==> config.mk <==
export PLATFORM = sky130hd
export DESIGN_NAME = tcm_boot_loader
export DESIGN_NICKNAME = d
export VERILOG_FILES = /design/src/rtl/tcm_boot_loader.sv
export SDC_FILE = /design/constraint.sdc
export NUM_CORES = 1
export LEC_CHECK = 0
export BUFFER_PORTS_ARGS = -buffer_cell sky130_fd_sc_hd__buf_2
export CORE_UTILIZATION = 29
export CTS_BUF_LIST = sky130_fd_sc_hd__clkbuf_8
export DETAILED_ROUTE_END_ITERATION = 10
export PLACE_DENSITY = 0.55
export SLEW_MARGIN = 20
export SYNTH_ARGS = -nofsm -noshare
export SYNTH_HDL_FRONTEND = slang
export SYNTH_SLANG_ARGS = --single-unit
==> constraint.sdc <==
create_clock -name clk_i -period 3.51 [get_ports clk_i]
set_clock_uncertainty 0.15 [all_clocks]
set_input_delay 0.702 -clock clk_i [delete_from_list [all_inputs] [get_ports clk_i]]
set_output_delay 0.702 -clock clk_i [all_outputs]
set_load 0.01 [all_outputs]
==> src/rtl/tcm_boot_loader.sv <==
// -----------------------------------------------------------------------------
// tcm_boot_loader
// Loads the SCR1 tightly-coupled memory from a byte stream and holds the core
// in reset until the image has been written and its checksum verified.
//
// Stream: 4 length bytes (word count L, little-endian), 4*L payload bytes
// (little-endian words, first byte lands in [7:0]), 1 checksum byte equal to
// the XOR of all payload bytes (0x00 when L = 0).
//
// Ports:
//   clk_i         system clock
//   rstn_i        synchronous active-low reset
//   start_i       begin a load (pulse or level), ignored while busy
//   byte_valid_i  byte_data_i carries a stream byte
//   byte_data_i   stream byte
//   byte_ready_o  loader accepts a byte this cycle
//   tcm_we_o      TCM write request, held until tcm_gnt_i
//   tcm_addr_o    TCM word address
//   tcm_wdata_o   TCM write data
//   tcm_gnt_i     TCM write accepted this cycle
//   core_rstn_o   active-low reset to the SCR1 core, released only in DONE
//   busy_o        load in progress
//   done_o        image loaded and verified
//   err_o         00 none, 01 length overflow, 10 checksum mismatch
//   words_o       words written so far
// -----------------------------------------------------------------------------
module tcm_boot_loader #(
  parameter int ADDR_W    = 14,
  parameter int MEM_WORDS = 16384,
  parameter int BASE_WORD = 0
) (
  input  logic              clk_i,
  input  logic              rstn_i,
  input  logic              start_i,
  input  logic              byte_valid_i,
  input  logic [7:0]        byte_data_i,
  output logic              byte_ready_o,
  output logic              tcm_we_o,
  output logic [ADDR_W-1:0] tcm_addr_o,
  output logic [31:0]       tcm_wdata_o,
  input  logic              tcm_gnt_i,
  output logic              core_rstn_o,
  output logic              busy_o,
  output logic              done_o,
  output logic [1:0]        err_o,
  output logic [ADDR_W:0]   words_o
);

  typedef enum logic [2:0] {
    S_IDLE  = 3'd0,
    S_LEN   = 3'd1,
    S_DATA  = 3'd2,
    S_WRITE = 3'd3,
    S_CSUM  = 3'd4,
    S_DONE  = 3'd5,
    S_ERR   = 3'd6
  } state_t;

  localparam logic [33:0]       LP_BASE_W = 34'(BASE_WORD);
  localparam logic [33:0]       LP_MEM_W  = 34'(MEM_WORDS);
  localparam logic [ADDR_W-1:0] LP_BASE_A = ADDR_W'(BASE_WORD);

  // Running checksum update: plain 8-bit XOR, no carry.
  function automatic logic [7:0] f_csum_upd(input logic [7:0] csum, input logic [7:0] b);
    f_csum_upd = csum ^ b;
  endfunction

  state_t            r_state;
  state_t            w_state_nxt;
  logic [31:0]       r_len;
  logic [1:0]        r_cnt;
  logic [7:0]        r_csum;
  logic [31:0]       r_word;
  logic [ADDR_W:0]   r_words;
  logic [1:0]        r_err;

  logic              r_byte_ready;
  logic              r_we;
  logic [ADDR_W-1:0] r_addr;
  logic [31:0]       r_wdata;
  logic              r_core_rstn;
  logic              r_busy;
  logic              r_done;

  logic              w_xfer;
  logic              w_start_ok;
  logic [31:0]       w_len_full;
  logic [31:0]       w_word_full;
  logic              w_len_ovf;
  logic [ADDR_W:0]   w_words_inc;
  logic              w_last_word;

  logic              w_ready_nxt;
  logic              w_we_nxt;
  logic [ADDR_W-1:0] w_addr_nxt;
  logic [31:0]       w_wdata_nxt;
  logic              w_core_rstn_nxt;
  logic              w_busy_nxt;
  logic              w_done_nxt;

  assign w_xfer      = byte_valid_i & r_byte_ready;
  assign w_start_ok  = start_i & ((r_state == S_IDLE) | (r_state == S_DONE) | (r_state == S_ERR));
  // Bytes shift in from the top, so after four transfers the first byte sits in [7:0].
  assign w_len_full  = {byte_data_i, r_len[31:8]};
  assign w_word_full = {byte_data_i, r_word[31:8]};
  // 34-bit sum so a 32-bit length plus base can never wrap before the compare.
  assign w_len_ovf   = (({2'b00, w_len_full} + LP_BASE_W) > LP_MEM_W);
  assign w_words_inc = r_words + {{ADDR_W{1'b0}}, 1'b1};
  assign w_last_word = ({{(31-ADDR_W){1'b0}}, w_words_inc} == r_len);

  // FSM state register.
  always_ff @(posedge clk_i) begin
    if (!rstn_i) begin
      r_state <= S_IDLE;
    end else begin
      r_state <= w_state_nxt;
    end
  end

  // FSM next-state logic.
  always_comb begin
    w_state_nxt = r_state;
    case (r_state)
      S_IDLE, S_DONE, S_ERR: begin
        if (start_i) begin
          w_state_nxt = S_LEN;
        end else begin
          w_state_nxt = r_state;
        end
      end
      S_LEN: begin
        if (w_xfer && (r_cnt == 2'd3)) begin
          if (w_len_ovf) begin
            w_state_nxt = S_ERR;
          end else if (w_len_full == 32'd0) begin
            w_state_nxt = S_CSUM;
          end else begin
            w_state_nxt = S_DATA;
          end
        end else begin
          w_state_nxt = S_LEN;
        end
      end
      S_DATA: begin
        if (w_xfer && (r_cnt == 2'd3)) begin
          w_state_nxt = S_WRITE;
        end else begin
          w_state_nxt = S_DATA;
        end
      end
      S_WRITE: begin
        if (tcm_gnt_i) begin
          w_state_nxt = w_last_word ? S_CSUM : S_DATA;
        end else begin
          w_state_nxt = S_WRITE;
        end
      end
      S_CSUM: begin
        if (w_xfer) begin
          w_state_nxt = (byte_data_i == r_csum) ? S_DONE : S_ERR;
        end else begin
          w_state_nxt = S_CSUM;
        end
      end
      default: w_state_nxt = S_IDLE;
    endcase
  end

  // FSM output logic: next values of the registered outputs, derived from the next state.
  always_comb begin
    w_ready_nxt     = (w_state_nxt == S_LEN) | (w_state_nxt == S_DATA) | (w_state_nxt == S_CSUM);
    w_we_nxt        = (w_state_nxt == S_WRITE);
    w_busy_nxt      = w_ready_nxt | (w_state_nxt == S_WRITE);
    w_done_nxt      = (w_state_nxt == S_DONE);
    w_core_rstn_nxt = (w_state_nxt == S_DONE);
    // Address and data are captured on entry to WRITE and held until the grant.
    if ((r_state == S_DATA) && (w_state_nxt == S_WRITE)) begin
      w_addr_nxt  = LP_BASE_A + r_words[ADDR_W-1:0];
      w_wdata_nxt = w_word_full;
    end else begin
      w_addr_nxt  = r_addr;
      w_wdata_nxt = r_wdata;
    end
  end

  // Output registers.
  always_ff @(posedge clk_i) begin
    if (!rstn_i) begin
      r_byte_ready <= 1'b0;
      r_we         <= 1'b0;
      r_addr       <= {ADDR_W{1'b0}};
      r_wdata      <= 32'd0;
      r_core_rstn  <= 1'b0;
      r_busy       <= 1'b0;
      r_done       <= 1'b0;
    end else begin
      r_byte_ready <= w_ready_nxt;
      r_we         <= w_we_nxt;
      r_addr       <= w_addr_nxt;
      r_wdata      <= w_wdata_nxt;
      r_core_rstn  <= w_core_rstn_nxt;
      r_busy       <= w_busy_nxt;
      r_done       <= w_done_nxt;
    end
  end

  // Datapath: length, byte counter, word assembly, checksum, word count, error code.
  always_ff @(posedge clk_i) begin
    if (!rstn_i) begin
      r_len   <= 32'd0;
      r_cnt   <= 2'd0;
      r_csum  <= 8'd0;
      r_word  <= 32'd0;
      r_words <= {(ADDR_W+1){1'b0}};
      r_err   <= 2'b00;
    end else begin
      case (r_state)
        S_IDLE, S_DONE, S_ERR: begin
          if (w_start_ok) begin
            r_len   <= 32'd0;
            r_cnt   <= 2'd0;
            r_csum  <= 8'd0;
            r_words <= {(ADDR_W+1){1'b0}};
            r_err   <= 2'b00;
          end else begin
            r_err   <= r_err;
          end
        end
        S_LEN: begin
          if (w_xfer) begin
            r_len <= w_len_full;
            r_cnt <= r_cnt + 2'd1;
            if ((r_cnt == 2'd3) && w_len_ovf) begin
              r_err <= 2'b01;
            end else begin
              r_err <= r_err;
            end
          end else begin
            r_len <= r_len;
          end
        end
        S_DATA: begin
          if (w_xfer) begin
            r_word <= w_word_full;
            r_csum <= f_csum_upd(r_csum, byte_data_i);
            r_cnt  <= r_cnt + 2'd1;
          end else begin
            r_word <= r_word;
          end
        end
        S_WRITE: begin
          if (tcm_gnt_i) begin
            r_words <= w_words_inc;
          end else begin
            r_words <= r_words;
          end
        end
        S_CSUM: begin
          if (w_xfer && (byte_data_i != r_csum)) begin
            r_err <= 2'b10;
          end else begin
            r_err <= r_err;
          end
        end
        default: r_err <= r_err;
      endcase
    end
  end

  assign byte_ready_o = r_byte_ready;
  assign tcm_we_o     = r_we;
  assign tcm_addr_o   = r_addr;
  assign tcm_wdata_o  = r_wdata;
  assign core_rstn_o  = r_core_rstn;
  assign busy_o       = r_busy;
  assign done_o       = r_done;
  assign err_o        = r_err;
  assign words_o      = r_words;

endmodule

# Word-level counts from Yosys, hierarchy flattened
# Cells that the tools add are included.
totals:
  regBits: 144
  input_bits: 13
  output_inout_bits: 68
  elab_cells: 91
op_classes:
  add_sub_neg: 2
  magnitude_cmp: 1
  eq_ne: 22
  n_mux: 26
  n_bitwise: 8
  n_reduce_logical: 19
ops:
  columns: ["operator", "count"]
  rows:
  - ["$mux W32", 2]
  - ["$pmux W32 S2", 1]
  - ["$eq A15 B32 Y1", 1]
  - ["$gt A32 B15 Y1 const B", 1]
  - ["$logic_not A32 Y1", 1]
  - ["$mux W15", 2]
  - ["$pmux W15 S2", 1]
  - ["$mux W3", 6]
  - ["$mux W8", 2]
  - ["$pmux W8 S2", 1]
  - ["$add A15 B1 Y15 const B", 1]
  - ["$eq A3 B3 Y1 const B", 5]
  - ["$pmux W3 S5", 1]
  - ["$mux W2", 7]
  - ["$eq A3 B2 Y1 const B", 4]
  - ["$ne A2 B2 Y1 const B", 6]
  - ["$reduce_and A3 Y1", 4]
  - ["$eq A8 B8 Y1", 1]
  - ["$ne A8 B8 Y1", 1]
  - ["$reduce_bool A2 Y1", 4]
  - ["$xor A8 B8 Y8", 1]
  - ["$eq A3 B1 Y1 const B", 2]
  - ["$pmux W2 S3", 1]
  - ["$or A1 B1 Y1", 5]
  - ["13 further kinds", 17]

# Depth between registers and ports, before layout
logic_depth:
  ltp_word: 9
  depth_mapped: 10

# Worst setup path before layout
# Ideal clock, no wire load.
synth_timing:
  kind: "register -> register"
  startpoint: "register r_words[0], in the netlist words_o[0]"
  endpoint: "register r_state[1]"
  arrival_ns: 2.172
  required_ns: 3.245
  setup_slack_ns: 1.073
  stages_incl_launch_ff: 10
  path_buffers: 1
  cell_sequence: "dfxtp_1 -> ha_1 -> and3_1 -> buf_2 -> nand4_1 -> xnor2_1 -> a311o_1 -> nor4_1 -> o21ai_1 -> and2_1"
synth_via:
  elab_chain_len: 5
synth_lines:
  columns: ["element", "line", "text"]
  rows:
  - ["start: declaration", "74", "logic [ADDR_W:0] r_words;"]
  - ["start signal: assignment", "214", "r_words <= {(ADDR_W+1){1'b0}};"]
  - ["start signal: assignment", "223", "r_words <= {(ADDR_W+1){1'b0}};"]
  - ["start signal: assignment", "253", "r_words <= w_words_inc;"]
  - ["$add A15 B1 Y15", "108", "assign w_words_inc = r_words + {{ADDR_W{1'b0}}, 1'b1};"]
  - ["$eq A15 B32 Y1", "109", "assign w_last_word = ({{(31-ADDR_W){1'b0}}, w_words_inc} == r_len);"]
  - ["$mux W3", "153", "w_state_nxt = w_last_word ? S_CSUM : S_DATA;"]
  - ["$mux W3", "152", "if (tcm_gnt_i) begin"]
  - ["$pmux W3 S5", "123", "case (r_state)"]
  - ["end signal: assignment", "116", "r_state <= w_state_nxt;"]
  - ["end: declaration", "68", "state_t r_state;"]
# No other way between the ends.
# A chain may end at the register's enable or synchronous reset.

# Worst setup path in the final report
layout_timing:
  startpoint: "register r_words[1], in the netlist words_o[1]"
  endpoint: "register r_state[1]"
# The elaborated chain is that of the path after synthesis.

==> run_results.csv <==
group,metric,value,unit
setup_path,required,3.70,ns
yosys,synth_top_cell_area_share,43.7,%
setup_path,worst_setup_path_end_kind,"flop",
yosys,synth_fp_nets,772,
setup_path,arrival,3.11,ns
setup_path,cp_max_fo,9,
timing,rsz0062_at_grt,"false",
yosys,synth-warning-count,0,
detailed_routing,vias,5419,
setup_path,timing.critical_path.cells,"ha_1 > and3_1 > nand4_1 > xnor2_1 > a311o_1 > nor4_1 > o21ai_1 > and2_1",
detailed_routing,wire_per_inst,15.4,um
floorplanning,die_w,149,um
detailed_routing,drtIter0Drc,349,
floorplanning,fp.coreArea,0.0210,mm2
global_routing,grt.overflow.total,0,
timing,worstMarginPinSlew,0.945,ns
timing,setup_viol,0,
clock_network,root_buffer,"clkbuf_8",
clock_network,cts-resized-gates,0,
yosys,synthTopCellsByArea,"dfxtp_1 44%, nand2_1 9.6%, a21boi_1 5.4%",
clock_network,h-tree-depth,4,
outcome,status,"finished clean",
global_routing,grt.total_usage,16.2,%
clock_network,clock_latency,0.45,ns
yosys,synthArstFlopShare,0,%
detailed_routing,post_drt_via_cell_ratio,4.93,
detailed_routing,antenna_left,0,
yosys,syn_avg_cell_area,8.24,um2
yosys,yosysSeqAreaShare,43.7,%
pwr,p_total,2.95,mW
setup_path,worstSetupStartpointType,"flop",
placed_design,port_buffers,80,
setup_path,crit_type,"flop to flop",
detailed_routing,drc,0,
yosys,synth_area_leader_cell,"dfxtp_1",
yosys,ys_ff_latch,136,
placed_design,dpl.hpwl,11.3,mm
pwr,p_per_area,409,mW/mm2
yosys,syn_inst,757,
layout,drive_gt1_share,16.5,%
clock_network,cts_hold_buf,0,
global_routing,antenna_found_initial,1,
floorplanning,core.rowCount,53,
floorplanning,design.die.area,0.0221,mm2
clock_network,cts_buffers,17,
yosys,synth_flop_cell,"dfxtp_1",
run,maxCapViolCount,0,
yosys,synth_edf_count,0,
min_path,hold_path.class,"flop to flop",
setup_path,max_stage_delay,0.51,ns
pwr,irDropWorstVdd,231,uV
detailed_routing,routed_wl,16.9,mm
clock_network,clkTransAtPathRegs,0.08,ns
floorplanning,initial_utilization,29.7,%
yosys,synth_area,0.00624,mm2
layout,syn_to_final_growth,15.9,%
layout,final_core_util,34.4,%
timing,min_period,2.92,ns
timing,finalSetupTns,0,ns
pwr,p_leak,2.82,nW
timing,max_slew_margin,37.0,%
timing,final_hold_viol_count,0,
floorplanning,fp.dieH,149,um
floorplanning,ioPinCount,81,
yosys,ys_types,57,
clock_network,cts_tree,"built",
setup_path,crit_path_top_delay_cell,"dfxtp_1",
clock_network,cts_buffer_depth,2,
detailed_routing,dr.pass1.iters,5,
layout,fin_cells,1099,
global_routing,grt_pass1_vias,5216,
placed_design,gp_congestion,0.865,
layout,fin_nets,825,
layout,final.fill_count,2243,
timing,drv_slew,0,
placed_design,dp_cells,1066,
global_routing,grt_max_degree,69,
clock_network,postCtsSetupBuffers,0,
timing,fin_crit_sh,83.1,%
clock_network,cts_sinks,136,
timing,fmax,343,MHz
timing,whs,0.300,ns
global_routing,grt_pass1_wl,28.1,mm
[cell type report]
cell class	count	area (um2)	area share, %
Clock inverter	14	134	1.85
Timing Repair Buffer	92	490	6.79
Antenna cell	1	2.50	0.0346
Sequential cell	136	2720	37.7
Inverter	3	11.3	0.156
Tap cell	275	344	4.76
Clock buffer	18	248	3.43
Multi-Input combinational cell	560	3280	45.3
[synthesized netlist by cell type, types with 10 or more instances]
| cell | n |
|---|---|
| nor2b_1 | 35 |
| and3_1 | 45 |
| and2_1 | 15 |
| o21ai_1 | 34 |
| a21oi_1 | 44 |
| a21boi_1 | 45 |
| clkbuf_1 | 46 |
| buf_2 | 10 |
| dfxtp_1 | 136 |
| nor2_1 | 21 |
| a21boi_0 | 29 |
| xnor2_1 | 25 |
| nand4_1 | 15 |
| nand2_1 | 159 |
[final timing paths]
path                               start                     endpoint  slack (ns)  depth (start not counted)
min reg2reg  tcm_wdata_o[2]$_SDFFE_PN0P_  tcm_wdata_o[2]$_SDFFE_PN0P_        0.30                          2
min          tcm_wdata_o[2]$_SDFFE_PN0P_  tcm_wdata_o[2]$_SDFFE_PN0P_        0.30                          2
max reg2reg      words_o[1]$_SDFFE_PN0P_        r_state[1]$_SDFF_PN0_        0.59                          8
max              words_o[1]$_SDFFE_PN0P_        r_state[1]$_SDFF_PN0_        0.59                          8
[cells in the final DEF, fill, tap and decap left out, types with 3 or more instances in the layout]
cell type and instances:
buf_2 80, clkinvlp_4 4, and4_1 3, clkinv_2 3, a21oi_1 44, and2_1 15, clkbuf_8 18, inv_1 5
nor2_1 20, nor4_1 9, buf_4 12, nand4_1 15, o21a_1 3, nor2b_1 35, and3_1 45, o21ai_0 4
nand2b_1 6, nand2_1 159, a21boi_0 29, or3_1 4, nand3_1 8, o21ai_1 34, o31ai_1 8, dfxtp_1 136
xor2_1 7, nor3_1 5, xnor2_1 25, a21boi_1 45
[report_power, final]
part / total [mW] / internal, mW / leakage (nW) / switching, mW
Clock: 1.27 / 0.642 / 0.195 / 0.627
Sequential: 1.56 / 1.55 / 1.10 / 0.00833
Combinational: 0.128 / 0.0479 / 1.53 / 0.0805
[worst max-delay path: cells and delay by family (launching register included)]
family | cells | cell delay [ns]
AOI/OAI and AO/OA | 2 | 0.42
DFF | 1 | 0.51
and+or+nand+nor | 4 | 1.22
adders and majority gates | 1 | 0.33
xor gates and xnor gates | 1 | 0.18
[state kept, by name, indices dropped and copies added (netlist names)]
name / count
r_cnt: 2
tcm_we_o: 1
tcm_addr_o: 14
err_o: 2
words_o: 15
r_csum: 8
r_word: 24
done_o: 1
byte_ready_o: 1
tcm_wdata_o: 32
busy_o: 1
r_state: 3
r_len: 32
[metal layers]
metal	vias to the layer above	wire, um	track usage, %
met3	18	792	3.68
met4	0	242	4.48
met1	2559	8300	21.9
met2	128	7560	25.7
li1	2714	-	-
met5	-	0	0
[logic make-up (layout without fill, tap and decap cells)]
logic type               Yosys count  after routing  synth area share, %
AND/OR/NAND/NOR                  337            337                 26.9
other                              0              1                    0
multiplexers                       3              3                0.502
XOR/XNOR                          32             32                 4.49
buffers and inverters             61            127                 4.05
adder cells (fa/ha/maj)            2              2                0.401
flip-flops                       136            136                 43.7
AO/OA/AOI/OAI                    186            186                 20.0
[per-stage QoR]
step / cell area [um2] / worst slack [ns]
2_1_floorplan: 6240 / 1.07
3_3_place_gp: 6840 / 0.532
3_5_place_dp: 6840 / 0.551
4_1_cts: 7230 / 0.538
5_1_grt: 7230 / 0.259
6_report: 7230 / 0.595
No activity file was read; power rests on OpenSTA's default activity.
